### config.mk
export PLATFORM = sky130hd
export DESIGN_NAME = if_fetch_unit
export DESIGN_NICKNAME = d
export VERILOG_FILES = /design/src/rtl/if_fetch_unit.sv
export SDC_FILE = /design/constraint.sdc
export NUM_CORES = 1
export LEC_CHECK = 0
export CORE_AREA = 10 10 166 184
export CTS_BUF_LIST = sky130_fd_sc_hd__clkbuf_4
export CTS_CLUSTER_DIAMETER = 80
export DETAILED_ROUTE_END_ITERATION = 8
export DIE_AREA = 0 0 176 194
export GPL_ROUTABILITY_DRIVEN = 0
export PLACE_DENSITY = 0.9
export SYNTH_ARGS = -nofsm -noshare
export SYNTH_HDL_FRONTEND = slang
export SYNTH_SLANG_ARGS = --single-unit
### constraint.sdc
create_clock -name clk -period 9.7 [get_ports clk]
set_input_delay 2.91 -clock clk [delete_from_list [all_inputs] [get_ports clk]]
set_output_delay 2.91 -clock clk [all_outputs]
set_load 0.005 [all_outputs]
### src/rtl/if_fetch_unit.sv
// Instruction-fetch stage: credit-limited in-order imem requests, prefetch FIFO, ID output register.
// Optional IF_PERF_CNT_EN adds bubble/redirect performance counters.
module if_fetch_unit #(
  parameter logic [31:0] RESET_PC   = 32'h0000_0000,
  parameter int unsigned FIFO_DEPTH = 2,
  parameter logic [31:0] NOP_INST   = 32'h0000_0013
) (
  input  logic        clk,
  input  logic        rst,
  output logic        imem_req_valid,
  input  logic        imem_req_ready,
  output logic [31:0] imem_req_addr,
  input  logic        imem_rsp_valid,
  input  logic [31:0] imem_rsp_data,
  output logic        id_valid,
  output logic [31:0] id_inst,
  output logic [31:0] id_pc,
  output logic [31:0] id_pc4,
  input  logic        hdu_stall,
  input  logic        redirect_en,
  input  logic [31:0] redirect_pc
`ifdef IF_PERF_CNT_EN
  ,
  output logic [31:0] perf_bubble_cnt,
  output logic [31:0] perf_redirect_cnt
`endif
);

  localparam int unsigned PtrW  = (FIFO_DEPTH > 1) ? $clog2(FIFO_DEPTH) : 1;
  localparam int unsigned CntW  = PtrW + 1;
  localparam int unsigned SumW  = CntW + 1;
  localparam int unsigned DiscW = 16;

  localparam logic [1:0] StBoot  = 2'd0;
  localparam logic [1:0] StRun   = 2'd1;
  localparam logic [1:0] StDrain = 2'd2;

  logic [1:0]       state_q, state_d;
  logic [31:0]      fetch_pc_q, fetch_pc_d;
  logic [CntW-1:0]  in_flight_q, in_flight_d;
  logic [DiscW-1:0] discard_cnt_q, discard_cnt_d;

  // Prefetch FIFO storage and pointers
  logic [31:0]      fifo_inst_q [FIFO_DEPTH];
  logic [31:0]      fifo_pc_q   [FIFO_DEPTH];
  logic [PtrW-1:0]  fifo_wr_q, fifo_wr_d;
  logic [PtrW-1:0]  fifo_rd_q, fifo_rd_d;
  logic [CntW-1:0]  fifo_cnt_q, fifo_cnt_d;

  // PC tags of requests still owed a response (non-discarded only)
  logic [31:0]      tag_q [FIFO_DEPTH];
  logic [PtrW-1:0]  tag_wr_q, tag_wr_d;
  logic [PtrW-1:0]  tag_rd_q, tag_rd_d;

  logic             id_valid_q, id_valid_d;
  logic [31:0]      id_inst_q, id_inst_d;
  logic [31:0]      id_pc_q, id_pc_d;
  logic [31:0]      id_pc4_q, id_pc4_d;

  logic             fetching;
  logic             credit_ok;
  logic             req_fire;
  logic             rsp_keep;
  logic             rsp_drop;
  logic             fifo_empty;
  logic             fifo_pop;
  logic [SumW-1:0]  occupancy;

  assign fetching   = (state_q == StRun) || (state_q == StDrain);
  assign occupancy  = SumW'(in_flight_q) + SumW'(fifo_cnt_q);
  assign credit_ok  = occupancy < SumW'(FIFO_DEPTH);
  assign fifo_empty = (fifo_cnt_q == '0);

  assign imem_req_valid = fetching && credit_ok && !redirect_en;
  assign imem_req_addr  = fetch_pc_q;

  assign req_fire = imem_req_valid && imem_req_ready;
  assign rsp_drop = imem_rsp_valid && (discard_cnt_q != '0);
  assign rsp_keep = imem_rsp_valid && (discard_cnt_q == '0);
  assign fifo_pop = !redirect_en && !hdu_stall && !fifo_empty;

  assign id_valid = id_valid_q;
  assign id_inst  = id_inst_q;
  assign id_pc    = id_pc_q;
  assign id_pc4   = id_pc4_q;

  // Fetch PC, credit and discard bookkeeping
  always_comb begin
    fetch_pc_d    = fetch_pc_q;
    in_flight_d   = in_flight_q;
    discard_cnt_d = discard_cnt_q;

    if (rsp_drop) begin
      discard_cnt_d = discard_cnt_q - DiscW'(1);
    end

    if (redirect_en) begin
      fetch_pc_d    = {redirect_pc[31:2], 2'b00};
      in_flight_d   = '0;
      // Every outstanding non-discarded request becomes stale, less one answered right now
      discard_cnt_d = discard_cnt_d + DiscW'(in_flight_q) - DiscW'(rsp_keep);
    end else begin
      if (req_fire) begin
        fetch_pc_d = fetch_pc_q + 32'd4;
      end
      in_flight_d = in_flight_q + CntW'(req_fire) - CntW'(rsp_keep);
    end
  end

  always_comb begin
    state_d = state_q;
    unique case (state_q)
      StBoot:  state_d = StRun;
      StRun,
      StDrain: state_d = (discard_cnt_d != '0) ? StDrain : StRun;
      default: state_d = StBoot;
    endcase
  end

  // FIFO and tag-queue pointers
  always_comb begin
    fifo_wr_d  = fifo_wr_q;
    fifo_rd_d  = fifo_rd_q;
    fifo_cnt_d = fifo_cnt_q;
    tag_wr_d   = tag_wr_q;
    tag_rd_d   = tag_rd_q;

    if (redirect_en) begin
      fifo_wr_d  = '0;
      fifo_rd_d  = '0;
      fifo_cnt_d = '0;
      tag_wr_d   = '0;
      tag_rd_d   = '0;
    end else begin
      if (rsp_keep) begin
        fifo_wr_d = fifo_wr_q + PtrW'(1);
        tag_rd_d  = tag_rd_q + PtrW'(1);
      end
      if (fifo_pop) begin
        fifo_rd_d = fifo_rd_q + PtrW'(1);
      end
      if (req_fire) begin
        tag_wr_d = tag_wr_q + PtrW'(1);
      end
      fifo_cnt_d = fifo_cnt_q + CntW'(rsp_keep) - CntW'(fifo_pop);
    end
  end

  // ID output register; redirect beats stall
  always_comb begin
    id_valid_d = id_valid_q;
    id_inst_d  = id_inst_q;
    id_pc_d    = id_pc_q;
    id_pc4_d   = id_pc4_q;

    if (redirect_en) begin
      id_valid_d = 1'b0;
      id_inst_d  = NOP_INST;
    end else if (hdu_stall) begin
      id_valid_d = id_valid_q;
    end else if (!fifo_empty) begin
      id_valid_d = 1'b1;
      id_inst_d  = fifo_inst_q[fifo_rd_q];
      id_pc_d    = fifo_pc_q[fifo_rd_q];
      id_pc4_d   = fifo_pc_q[fifo_rd_q] + 32'd4;
    end else begin
      id_valid_d = 1'b0;
      id_inst_d  = NOP_INST;
    end
  end

  always_ff @(posedge clk) begin
    if (rst) begin
      state_q       <= StBoot;
      fetch_pc_q    <= RESET_PC;
      in_flight_q   <= '0;
      discard_cnt_q <= '0;
      fifo_wr_q     <= '0;
      fifo_rd_q     <= '0;
      fifo_cnt_q    <= '0;
      tag_wr_q      <= '0;
      tag_rd_q      <= '0;
      id_valid_q    <= 1'b0;
      id_inst_q     <= NOP_INST;
      id_pc_q       <= '0;
      id_pc4_q      <= '0;
    end else begin
      state_q       <= state_d;
      fetch_pc_q    <= fetch_pc_d;
      in_flight_q   <= in_flight_d;
      discard_cnt_q <= discard_cnt_d;
      fifo_wr_q     <= fifo_wr_d;
      fifo_rd_q     <= fifo_rd_d;
      fifo_cnt_q    <= fifo_cnt_d;
      tag_wr_q      <= tag_wr_d;
      tag_rd_q      <= tag_rd_d;
      id_valid_q    <= id_valid_d;
      id_inst_q     <= id_inst_d;
      id_pc_q       <= id_pc_d;
      id_pc4_q      <= id_pc4_d;
    end
  end

  // Storage arrays need no reset; pointers qualify their contents
  always_ff @(posedge clk) begin
    if (!rst && !redirect_en) begin
      if (req_fire) begin
        tag_q[tag_wr_q] <= fetch_pc_q;
      end
      if (rsp_keep) begin
        fifo_inst_q[fifo_wr_q] <= imem_rsp_data;
        fifo_pc_q[fifo_wr_q]   <= tag_q[tag_rd_q];
      end
    end
  end

`ifdef IF_PERF_CNT_EN
  logic [31:0] perf_bubble_q;
  logic [31:0] perf_redirect_q;

  always_ff @(posedge clk) begin
    if (rst) begin
      perf_bubble_q   <= '0;
      perf_redirect_q <= '0;
    end else begin
      if (!id_valid_q && (state_q != StBoot)) begin
        perf_bubble_q <= perf_bubble_q + 32'd1;
      end
      if (redirect_en) begin
        perf_redirect_q <= perf_redirect_q + 32'd1;
      end
    end
  end

  assign perf_bubble_cnt   = perf_bubble_q;
  assign perf_redirect_cnt = perf_redirect_q;
`endif

`ifndef SYNTHESIS
  // A response with nothing outstanding means the memory broke the protocol
  a_rsp_expected: assert property (@(posedge clk) disable iff (rst)
    !(imem_rsp_valid && (in_flight_q == '0) && (discard_cnt_q == '0)))
    else $error("if_fetch_unit: imem response with no request outstanding");

  a_addr_hold: assert property (@(posedge clk) disable iff (rst)
    (imem_req_valid && !imem_req_ready && !redirect_en) |=> $stable(imem_req_addr))
    else $error("if_fetch_unit: request address changed while waiting for ready");
`endif

endmodule
==> results of run 1 <==
## sequential cells by signal, summed over array words and instances, names as in the netlist, named ones only
signal         cells
state_q            2
id_pc             30
imem_req_addr     30
fifo_pc_q         60
fifo_cnt_q         2
fifo_wr_q          1
tag_rd_q           1
in_flight_q        2
discard_cnt_q     16
id_valid           1
tag_q             60
id_pc4            30
id_inst           32
tag_wr_q           1
fifo_inst_q       64
fifo_rd_q          1
## cells by family (layout without fill, tap and decap cells)
kind of cell / count (synthesis) / count (layout) / share of synthesized area (%)
AO/OA/AOI/OAI: 293 / 293 / 12.66
flip-flops: 335 / 335 / 56.90
multiplexers: 96 / 96 / 6.697
buffers and inverters: 109 / 381 / 3.490
adder cells (fa/ha/maj): 16 / 16 / 1.433
other: 1 / 9 / 0.02496
AND/OR/NAND/NOR: 490 / 490 / 16.35
XOR/XNOR: 41 / 41 / 2.441
## critical path: cells and delay by family
kind,cells,cell delay (ns)
and+or+nand+nor,1,0.66
buffers and inverters,2,0.76
## synth_stat cells (all sizes together), types with 7 or more instances
cell / number / area share [%]
mux2: 36 / 2.7
or3: 8 / 0.34
nand2b: 7 / 0.29
a221oi: 8 / 0.47
edfxtp: 184 / 37
and3: 24 / 1.0
nand4: 16 / 0.67
mux2i: 60 / 4.0
nor3: 33 / 1.2
and2: 15 / 0.65
ha: 14 / 1.2
dfxtp: 151 / 20
clkbuf: 59 / 1.7
a211oi: 32 / 1.7
inv: 21 / 0.52
a22oi: 10 / 0.50
o22ai: 7 / 0.47
buf: 27 / 1.1
xor2: 13 / 0.81
nor2: 166 / 4.2
nor4: 21 / 1.2
nand3b: 9 / 0.45
a21oi: 112 / 3.8
nand3: 34 / 1.1
nand2: 112 / 2.8
a31oi: 10 / 0.42
xnor2: 28 / 1.6
o21ai: 51 / 1.7
or2: 12 / 0.50
## path summary, 6_finish.rpt
kind / to / depth (start not counted)
setup / recovery: imem_req_valid / 3
hold / removal: id_pc4[23] / 2
setup reg to reg: state_q[1] / 18
hold reg to reg: id_pc4[23] / 2
## power by group
part	internal [W]	switching [W]	total [W]
registers	0.00157	0.0000865	0.00165
clock network	0.000661	0.000560	0.00122
logic	0.000429	0.000642	0.00107
total	0.00266	0.00129	0.00394
## metal layers
layer | GRT usage, % | vias up | routed length [um]
met4 | 9.358 | 0 | 1196
met3 | 5.376 | 109 | 2882
met2 | 34.99 | 510 | 18440
li1 | - | 5551 | -
met1 | 25.35 | 5653 | 14890
met5 | 0 | - | 0
## metrics by stage
stage | cell area (sq um) | total power [W]
2_1_floorplan | 15040 | 0.002467
4_1_cts | 18210 | 0.003947
6_report | 18220 | 0.003945
3_3_place_gp | 17070 | 0.002675
3_5_place_dp | 17070 | 0.002719
5_1_grt | 18220 | 0.004162
## cell type report
cell class	instances	area (sq um)	share of cell area, %
flip-flops and latches	335	8552	46.94
multi-input cells	942	5983	32.84
repair buffers	205	2009	11.03
clock buffers	121	908.4	4.986
well taps	357	446.7	2.452
clock inverters	33	227.7	1.250
inverters	22	82.58	0.4533
diodes	3	7.507	0.04121
==> key figures, run 1 <==
Outcome
  – Status: complete, no violations

GRT
  – GRT overflow: 0
  – Total Routing Usage GR: 21.11%
  – First-pass GRT wire length: 59480 um
  – Vias in the first global route: 11550
  – Pin count of the biggest net entering global routing: 89
  – Initial antenna violation count: 3

Layout
  – Nets: 1674
  – Final core occ: 68.38%
  – Area grow syn2layout: 21.27%
  – Fill cell count: 1927
  – Commonest non-fill, non-tap cell in the layout: clkdlybuf4s50_1
  – Share of layout cells above drive strength 1: 14.17%
  – Post-Layout Cell Count: 2018
  – Most frequent cells in the layout: 189 x clkdlybuf4s50_1, 184 x edfxtp_1, 165 x nor2_1

Setup path
  – Setup crit end kind: primary output
  – Arrival @ worst endpoint: 4.34 ns
  – Flop-to-flop setup slack: 4.21 ns
  – Type of origin of the critical path: input pin
  – Max incr delay on CP: 0.66 ns
  – CP Max Fanout: 2
  – CP required: 6.79 ns
  – Slowest CP cell: nor4b_1
  – Setup crit start: redirect_en
  – CP Class: in -> out
  – Crit-path cells: buf_2, nor4b_1, clkdlybuf4s50_1
  – Worst r2r src: discard_cnt_q[0]

Timing
  – Worst-Margin Slew: 0.9549 ns
  – Fin. max-slew vios: 0
  – Max-slew headroom: 36.34%
  – Fin crit share: 74.69%
  – Final hold viol count: 0
  – Final worst slack: 2.455 ns
  – Setup Skew: 0.07174 ns
  – Hold slack: 0.4492 ns
  – Tmin final: 7.245 ns
  – Setup TNS: 0 ns
  – F_max: 0.1380 GHz
  – Endpoints failing setup: 0
  – RSZ-0062 raised after global routing: no

Synth
  – Sequential area share after synthesis: 56.90%
  – Primary FF master, synth: edfxtp_1
  – Netlist cell types: 94
  – Post-synth EDFFs: 184
  – Synth Cell Area: 15020 sq um
  – Seq cells post-synth: 335
  – Synth Instances: 1381
  – Synth Area per Inst: 10.88 sq um
  – Synth warn: 0
  – Async SR Flop Fraction: 0%

Clock network
  – Max Buffers Root-to-Sink: 3
  – CTS sink cnt: 335
  – Total CTS buffers: 82
  – Reg clk slew, reported paths: 0.06 ns
  – CTS root buf: clkbuf_4
  – Post-CTS sizing: 0
  – Htree depth: 3
  – Clk_lat worst skew: 0.71 ns
  – Post-CTS Setup Inserts: 0
  – Hold-fix buffers at CTS: 0
  – CTS tree: done

Detailed routing
  – Post-DR vias/cell: 5.859
  – Antenna-violating nets left: 0
  – Iter 0 DRT Violations: 1306
  – DR pass1 iterations: 6
  – Via count: 11820
  – Post-route DRC: 0
  – Routed wire length: 37410 um
  – Wire per inst: 18.54 um

Floorplan
  – Number of core rows: 63
  – Die Ht: 194 um
  – Die Footprint: 34140 sq um
  – I/O Pins: 200
  – Starting density of the core: 56.38%
  – Core Area: 26640 sq um
  – Die width: 176 um

Run
  – Maxcap violations: 0

Placement
  – Final HPWL DP: 25740 um
  – DP Cell Count: 1861
  – Pre-CTS setup slack: 2.104 ns
  – Port bufs: 191

Worst hold path
  – Hold Path Class: reg -> reg
  – Worst hold start: id_pc4[23]

Power and ir drop
  – Peak VDD IR: 0.0002060 V
  – Leak pwr: 6.175 nW
  – Pwr/cell area: 216.5 nW/um^2
No activity file was read; power rests on OpenSTA's default activity.
==> inputs of run 2 (changes only) <==
==> config.mk (replaced) <==
export PLATFORM = sky130hd
export DESIGN_NAME = if_fetch_unit
export DESIGN_NICKNAME = d
export VERILOG_FILES = /design/src/rtl/if_fetch_unit.sv
export SDC_FILE = /design/constraint.sdc
export NUM_CORES = 1
export LEC_CHECK = 0
export CORE_AREA = 10 10 174 192
export CTS_BUF_LIST = sky130_fd_sc_hd__clkbuf_4
export CTS_CLUSTER_DIAMETER = 80
export DETAILED_ROUTE_END_ITERATION = 8
export DIE_AREA = 0 0 184 202
export GPL_ROUTABILITY_DRIVEN = 0
export PLACE_DENSITY = 0.87
export SYNTH_ARGS = -nofsm -noshare
export SYNTH_HDL_FRONTEND = slang
export SYNTH_SLANG_ARGS = --single-unit
==> constraint.sdc (replaced) <==
create_clock -name clk -period 6.2 [get_ports clk]
set_input_delay 1.86 -clock clk [delete_from_list [all_inputs] [get_ports clk]]
set_output_delay 1.86 -clock clk [all_outputs]
set_load 0.005 [all_outputs]
==> run 2 against run 1 <==
Net effect: sequential cell count did not move; sequential share of layout area fell by 0.15 points; via count fell by 0.90%; utilization fell by 6.2 points; clock-buffer cell count rose by 3; highest routed layer unchanged.
==> key figures, run 2 (synthesized netlist as in run 1, its figures left out) <==
Outcome
  – Status: complete, no violations

GRT
  – Initial antenna violation count: 3
  – GRT overflow: 0
  – Pin count of the biggest net entering global routing: 88
  – First-pass GRT wire length: 60160 um
  – Vias in the first global route: 11700
  – Total Routing Usage GR: 19.76%

Layout
  – Largest regs: fifo_inst_q x64, fifo_pc_q x60, tag_q x60
  – Post-Layout Cell Count: 2039
  – Max reg flops: 64
  – Fin area: 18280 sq um
  – Commonest non-fill, non-tap cell in the layout: clkdlybuf4s50_1
  – Sequential standard cell area: 8552 sq um
  – Most frequent cells in the layout: 189 x clkdlybuf4s50_1, 184 x edfxtp_1, 165 x nor2_1
  – Multi-input logic area: 5989 sq um
  – Area grow syn2layout: 21.66%
  – Share of layout cells above drive strength 1: 14.50%
  – Fill cell count: 2252
  – Top reg by flops: fifo_inst_q
  – Nets: 1679

Floorplan
  – Starting density of the core: 51.10%
  – Core Area: 29400 sq um
  – Die Ht: 202 um
  – I/O Pins: 200
  – Number of core rows: 66
  – Die Footprint: 37170 sq um
  – Die width: 184 um

Placement
  – Placed Area: 17140 sq um
  – DP Cell Count: 1882
  – Final HPWL DP: 25800 um
  – Port bufs: 191

Timing
  – Tmin final: 5.493 ns
  – Worst-Margin Slew: 0.8830 ns
  – Hold slack: 0.4498 ns
  – Max-slew headroom: 40.91%
  – F_max: 0.1820 GHz
  – Fin crit share: 88.60%
  – Setup Skew: 0.06892 ns
  – Fin. max-slew vios: 0
  – Final hold viol count: 0
  – Setup TNS: 0 ns
  – RSZ-0062 raised after global routing: no
  – Endpoints failing setup: 0

Clock network
  – CTS tree: done
  – Total CTS buffers: 83
  – Clk_lat worst skew: 0.72 ns
  – CTS sink cnt: 335
  – Post-CTS Setup Inserts: 0
  – Htree depth: 3
  – CTS root buf: clkbuf_4
  – Hold-fix buffers at CTS: 0
  – Post-CTS sizing: 0
  – Reg clk slew, reported paths: 0.06 ns
  – Max Buffers Root-to-Sink: 3

Setup path
  – Worst r2r src: discard_cnt_q[0]
  – Arrival @ worst endpoint: 6.10 ns
  – CP Class: reg -> reg
  – CP Max Fanout: 16
  – Setup crit start: discard_cnt_q[0]
  – Type of origin of the critical path: flop
  – CP required: 6.80 ns
  – Flop-to-flop setup slack: 0.71 ns
  – R2r endpoint: state_q[1]
  – Setup crit end kind: flop
  – CP endpoint: state_q[1]
  – Worst r2r path cells: 18

Detailed routing
  – Antenna-violating nets left: 0
  – Via count: 11720
  – DR pass1 iterations: 6
  – Post-route DRC: 0
  – Iter 0 DRT Violations: 1232
  – Post-DR vias/cell: 5.746
  – Wire per inst: 18.37 um
  – Routed wire length: 37450 um

Run
  – Maxcap violations: 0

Power and ir drop
  – Power Total: 0.006162 W
  – Leak pwr: 6.193 nW
  – Pwr/cell area: 337.2 nW/um^2
  – Peak VDD IR: 0.0002461 V

Worst hold path
  – Hold Path Class: reg -> reg
[run 2: cell types whose count changed in the layout (fill, tap and decap cells not counted), sizes merged]
cell	delta
clkinv	-2
buf	+4
clkbuf	+3
bufinv	-1
[run 2: worst min path at each step]
| stage | from | endpoint | slack (ns) | cells past startpoint |
|---|---|---|---|---|
| floorplan | id_pc4[11] | id_pc4[11] | 0.45 | 2 |
| global placement | id_pc4[5] | id_pc4[5] | 0.44 | 2 |
| detailed placement | id_pc4[29] | id_pc4[29] | 0.44 | 2 |
| CTS | id_pc4[8] | id_pc4[8] | 0.45 | 2 |
| global route | id_pc4[25] | id_pc4[25] | 0.47 | 2 |
| finish | id_pc4[8] | id_pc4[8] | 0.45 | 2 |
[run 2: area by class of cell]
class	count	area share [%]
Antenna cell	3	0.04108
Clock buffer	124	5.094
Clock inverter	30	1.054
Inverter	22	0.4519
Multi-Input combinational cell	942	32.77
Sequential cell	335	46.80
Tap cell	374	2.561
Timing Repair Buffer	209	11.23
[run 2: worst max-delay path, stage by stage (launching register included)]
cell	delay, ns
dfxtp_1	0.39
inv_1	0.16
ha_1	0.20
nor4b_2	0.54
and4_1	0.67
nor3b_1	0.13
a21oi_1	0.19
ha_1	0.26
inv_1	0.10
ha_1	0.25
a21o_1	0.18
a21o_1	0.22
or3_1	0.35
a2111o_1	0.37
o21a_1	0.18
a211o_1	0.30
nor4_1	0.31
nand4_1	0.21
o311a_1	0.36
[run 2: metrics by stage]
step | worst slack (ns) | util [%]
2_1_floorplan | 0.1628 | -
3_3_place_gp | 0.2889 | 58.32
3_5_place_dp | 0.2050 | 58.32
4_1_cts | 0.8527 | 62.14
5_1_grt | 0.3643 | 62.16
6_report | 0.7067 | 62.16
[run 2: metal layers]
layer	share of wire, %	vias to the layer above	GRT usage (%)
li1	-	5572	-
met1	40	5519	23.56
met2	49	509	32.59
met3	7.7	117	5.131
met4	3.3	0	9.344
met5	0	-	0
[run 2: where the power goes]
part,switching (W),internal [W]
registers,0.000131,0.00245
clock network,0.000881,0.00101
logic,0.00100,0.000683
==> inputs of run 3 (changes only) <==
--- a/config.mk
+++ b/config.mk
@@ -5,11 +5,12 @@
 export SDC_FILE = /design/constraint.sdc
 export NUM_CORES = 1
 export LEC_CHECK = 0
-export CORE_AREA = 10 10 174 192
+export ABC_AREA = 1
+export CORE_AREA = 10 10 174 193
 export CTS_BUF_LIST = sky130_fd_sc_hd__clkbuf_4
 export CTS_CLUSTER_DIAMETER = 80
 export DETAILED_ROUTE_END_ITERATION = 8
-export DIE_AREA = 0 0 184 202
+export DIE_AREA = 0 0 184 203
 export GPL_ROUTABILITY_DRIVEN = 0
 export PLACE_DENSITY = 0.87
 export SYNTH_ARGS = -nofsm -noshare
==> run 3 against run 2 <==
Net effect: sequential share of layout area shrank 0.39 points; global-route usage grew 0.11 points; non-clock buffer count is the same; first-iteration DRC count shrank 7.7%; largest power group unchanged; sequential power shrank 5%.
==> key figures, run 3 <==
Outcome
  – Status: complete, no violations

Worst hold path
  – Hold path cells: 2
  – Hold Path Class: reg -> reg
  – Worst hold start: id_pc4[31]

Power and ir drop
  – Peak VDD IR: 0.0001061 V
  – Pwr/cell area: 278.4 nW/um^2
  – Logic pwr share: 17.5%
  – Cell internal pwr: 0.003627 W
  – Psw: 0.001502 W
  – Switching part of the total: 29.28%
  – Leak pwr: 7.004 nW
  – Clock network power share: 34.6%
  – Flop pwr share: 47.9%

Layout
  – Area grow syn2layout: 21.49%
  – Commonest non-fill, non-tap cell in the layout: nand2_1
  – Max reg flops: 64
  – Largest regs: fifo_inst_q x64, fifo_pc_q x60, tag_q x60
  – Top reg by flops: fifo_inst_q
  – Nets: 1919
  – Share of layout cells above drive strength 1: 14.93%
  – Fill cell count: 2170
  – Most frequent cells in the layout: 432 x nand2_1, 189 x clkdlybuf4s50_1, 184 x edfxtp_1

Floorplan
  – Die width: 184 um
  – Starting density of the core: 51.58%
  – Die Footprint: 37350 sq um
  – Core Area: 29400 sq um
  – I/O Pins: 200
  – Number of core rows: 66
  – Die Ht: 203 um

Clock network
  – Max Buffers Root-to-Sink: 3
  – Post-CTS Setup Inserts: 0
  – CTS tree: done
  – CTS root buf: clkbuf_4
  – Htree depth: 3
  – Post-CTS sizing: 0
  – Reg clk slew, reported paths: 0.06 ns
  – Total CTS buffers: 81
  – Clk_lat worst skew: 0.71 ns
  – Hold-fix buffers at CTS: 0
  – CTS sink cnt: 335

Setup path
  – Setup crit start: redirect_en
  – Flop-to-flop setup slack: 2.15 ns
  – CP Class: in -> out
  – Crit-path cells: buf_2, clkinv_1, buf_4, nand2_1, nor3_1, clkdlybuf4s50_1
  – Max incr delay on CP: 0.60 ns
  – Arrival @ worst endpoint: 3.24 ns
  – CP required: 4.34 ns
  – Slowest CP cell: clkdlybuf4s50_1
  – Top delay family on crit path: buffers and inverters
  – Crit path buf inv count: 4
  – Setup crit end kind: primary output
  – Type of origin of the critical path: input pin
  – Cell depth of the worst setup path: 6
  – CP Max Fanout: 18
  – Worst r2r path cells: 14

Detailed routing
  – Post-DR vias/cell: 5.371
  – Post-route DRC: 0
  – Antenna-violating nets left: 0
  – Wire per inst: 16.98 um
  – Routed wire length: 38640 um
  – DR pass1 iterations: 5
  – Iter 0 DRT Violations: 1137
  – Via count: 12220

Timing
  – Final hold viol count: 0
  – Tmin final: 5.099 ns
  – Fin crit share: 82.25%
  – RSZ-0062 raised after global routing: no
  – Setup TNS: 0 ns
  – Setup Skew: 0.05143 ns
  – Fin. max-slew vios: 0
  – Endpoints failing setup: 0
  – Hold slack: 0.4631 ns
  – Worst-Margin Slew: 1.155 ns
  – Max-slew headroom: 22.97%
  – F_max: 0.1961 GHz

GRT
  – Vias in the first global route: 12170
  – Met3 Use GR: 4.929%
  – GR Layer Usage met1: 21.01%
  – Total Routing Usage GR: 19.86%
  – Busiest grt layer: met2
  – First-pass GRT wire length: 60310 um
  – Initial antenna violation count: 6
  – M2 GR Usage: 34.62%
  – GRT overflow: 0
  – Pin count of the biggest net entering global routing: 90

Synth
  – Synth Instances: 1603
  – Primary FF master, synth: edfxtp_1
  – Seq cells post-synth: 335
  – Synth Area in Compound Gates: 7.822%
  – Async SR Flop Fraction: 0%
  – Synth top cells by count: 432 x nand2_1, 184 x edfxtp_1, 151 x dfxtp_1
  – Synth Area per Inst: 9.460 sq um
  – Sequential area share after synthesis: 56.37%
  – Netlist cell types: 57
  – Post-synth top area cell: edfxtp_1
  – Cell with the most instances after synthesis: nand2_1
  – Synth Cell Area: 15160 sq um
  – Post-synthesis mux area share: 5.545%
  – Synth Area in Simple Gates: 20.83%
  – Post-synth EDFFs: 184
  – Top cells by area, synth: edfxtp_1 36%, dfxtp_1 20%, nand2_1 11%, mux2_2 4.8%, nor2_1 3.6%
  – Largest family of logic cells by synthesized area: simple AND/OR/NAND/NOR gates
  – Yosys top cell area share: 36.44%
  – Synth warn: 0
  – Post-Synth Adder-Cell Area: 1.419%
  – XOR/XNOR share of the synthesized area: 2.483%

Run
  – Maxcap violations: 0

Placement
  – Port bufs: 191
  – Final HPWL DP: 26440 um
run 3: through the flow:
step                      util, %  setup slack [ns]  area (sq um)  cells  power [W]
final                       62.67             1.101         18420   2275   0.005128
after global routing        62.67            0.9919         18420   2275   0.005398
after CTS                   62.62             1.110         18410   2269   0.005157
after detailed placement    59.15            0.6651         17390   2124   0.003382
after global placement      59.15            0.7514         17390   2124   0.003346
after floorplan                 -            0.4928         15190   1608   0.003132
run 3: final cells by class:
type	instances	area, sq um	share of cell area (%)
sequential	335	8549	46.40
antenna	6	15.01	0.08149
multi-input combinational	1077	5837	31.68
clock buffer	117	878.3	4.767
tap	374	467.9	2.540
inverter	129	486.7	2.642
timing repair buffer	209	2049	11.12
clock inverter	28	140.1	0.7606
run 3: path summary, 6_finish.rpt:
kind                    endpoint
setup / recovery  imem_req_valid
hold / removal        id_pc4[31]
setup reg to reg      id_pc4[30]
hold reg to reg       id_pc4[31]
run 3: worst register-to-register path: cells and delay by family, from the launching register on:
family	cells	cell delay, ns
AND/OR/NAND/NOR	9	1.70
flip-flops	1	1.10
buffers and inverters	2	0.63
AO/OA/AOI/OAI	2	0.39
XOR/XNOR	1	0.15
run 3: logic make-up (layout without fill, tap and decap cells):
group	count (synthesis)	in the layout
buffers and inverters	196	483
multiplexers	76	76
AO/OA/AOI/OAI	199	199
flip-flops	335	335
other	1	12
AND/OR/NAND/NOR	737	737
XOR/XNOR	43	43
adder cells (fa/ha/maj)	16	16
run 3: power groups by stage:
stage / clock, W / combinational, W / sequential (W)
2_1_floorplan: 0 / 0.000644 / 0.00249
3_3_place_gp: 0 / 0.000845 / 0.00250
3_5_place_dp: 0 / 0.000877 / 0.00251
4_1_cts: 0.00182 / 0.000882 / 0.00246
5_1_grt: 0.00193 / 0.00100 / 0.00247
6_report: 0.00178 / 0.000895 / 0.00246
run 3: per-layer routing:
layer | routed length, um | share of wire [%]
met1 | 14250 | 37
met2 | 19630 | 51
met3 | 2715 | 7.0
met4 | 2041 | 5.3
met5 | 0 | 0
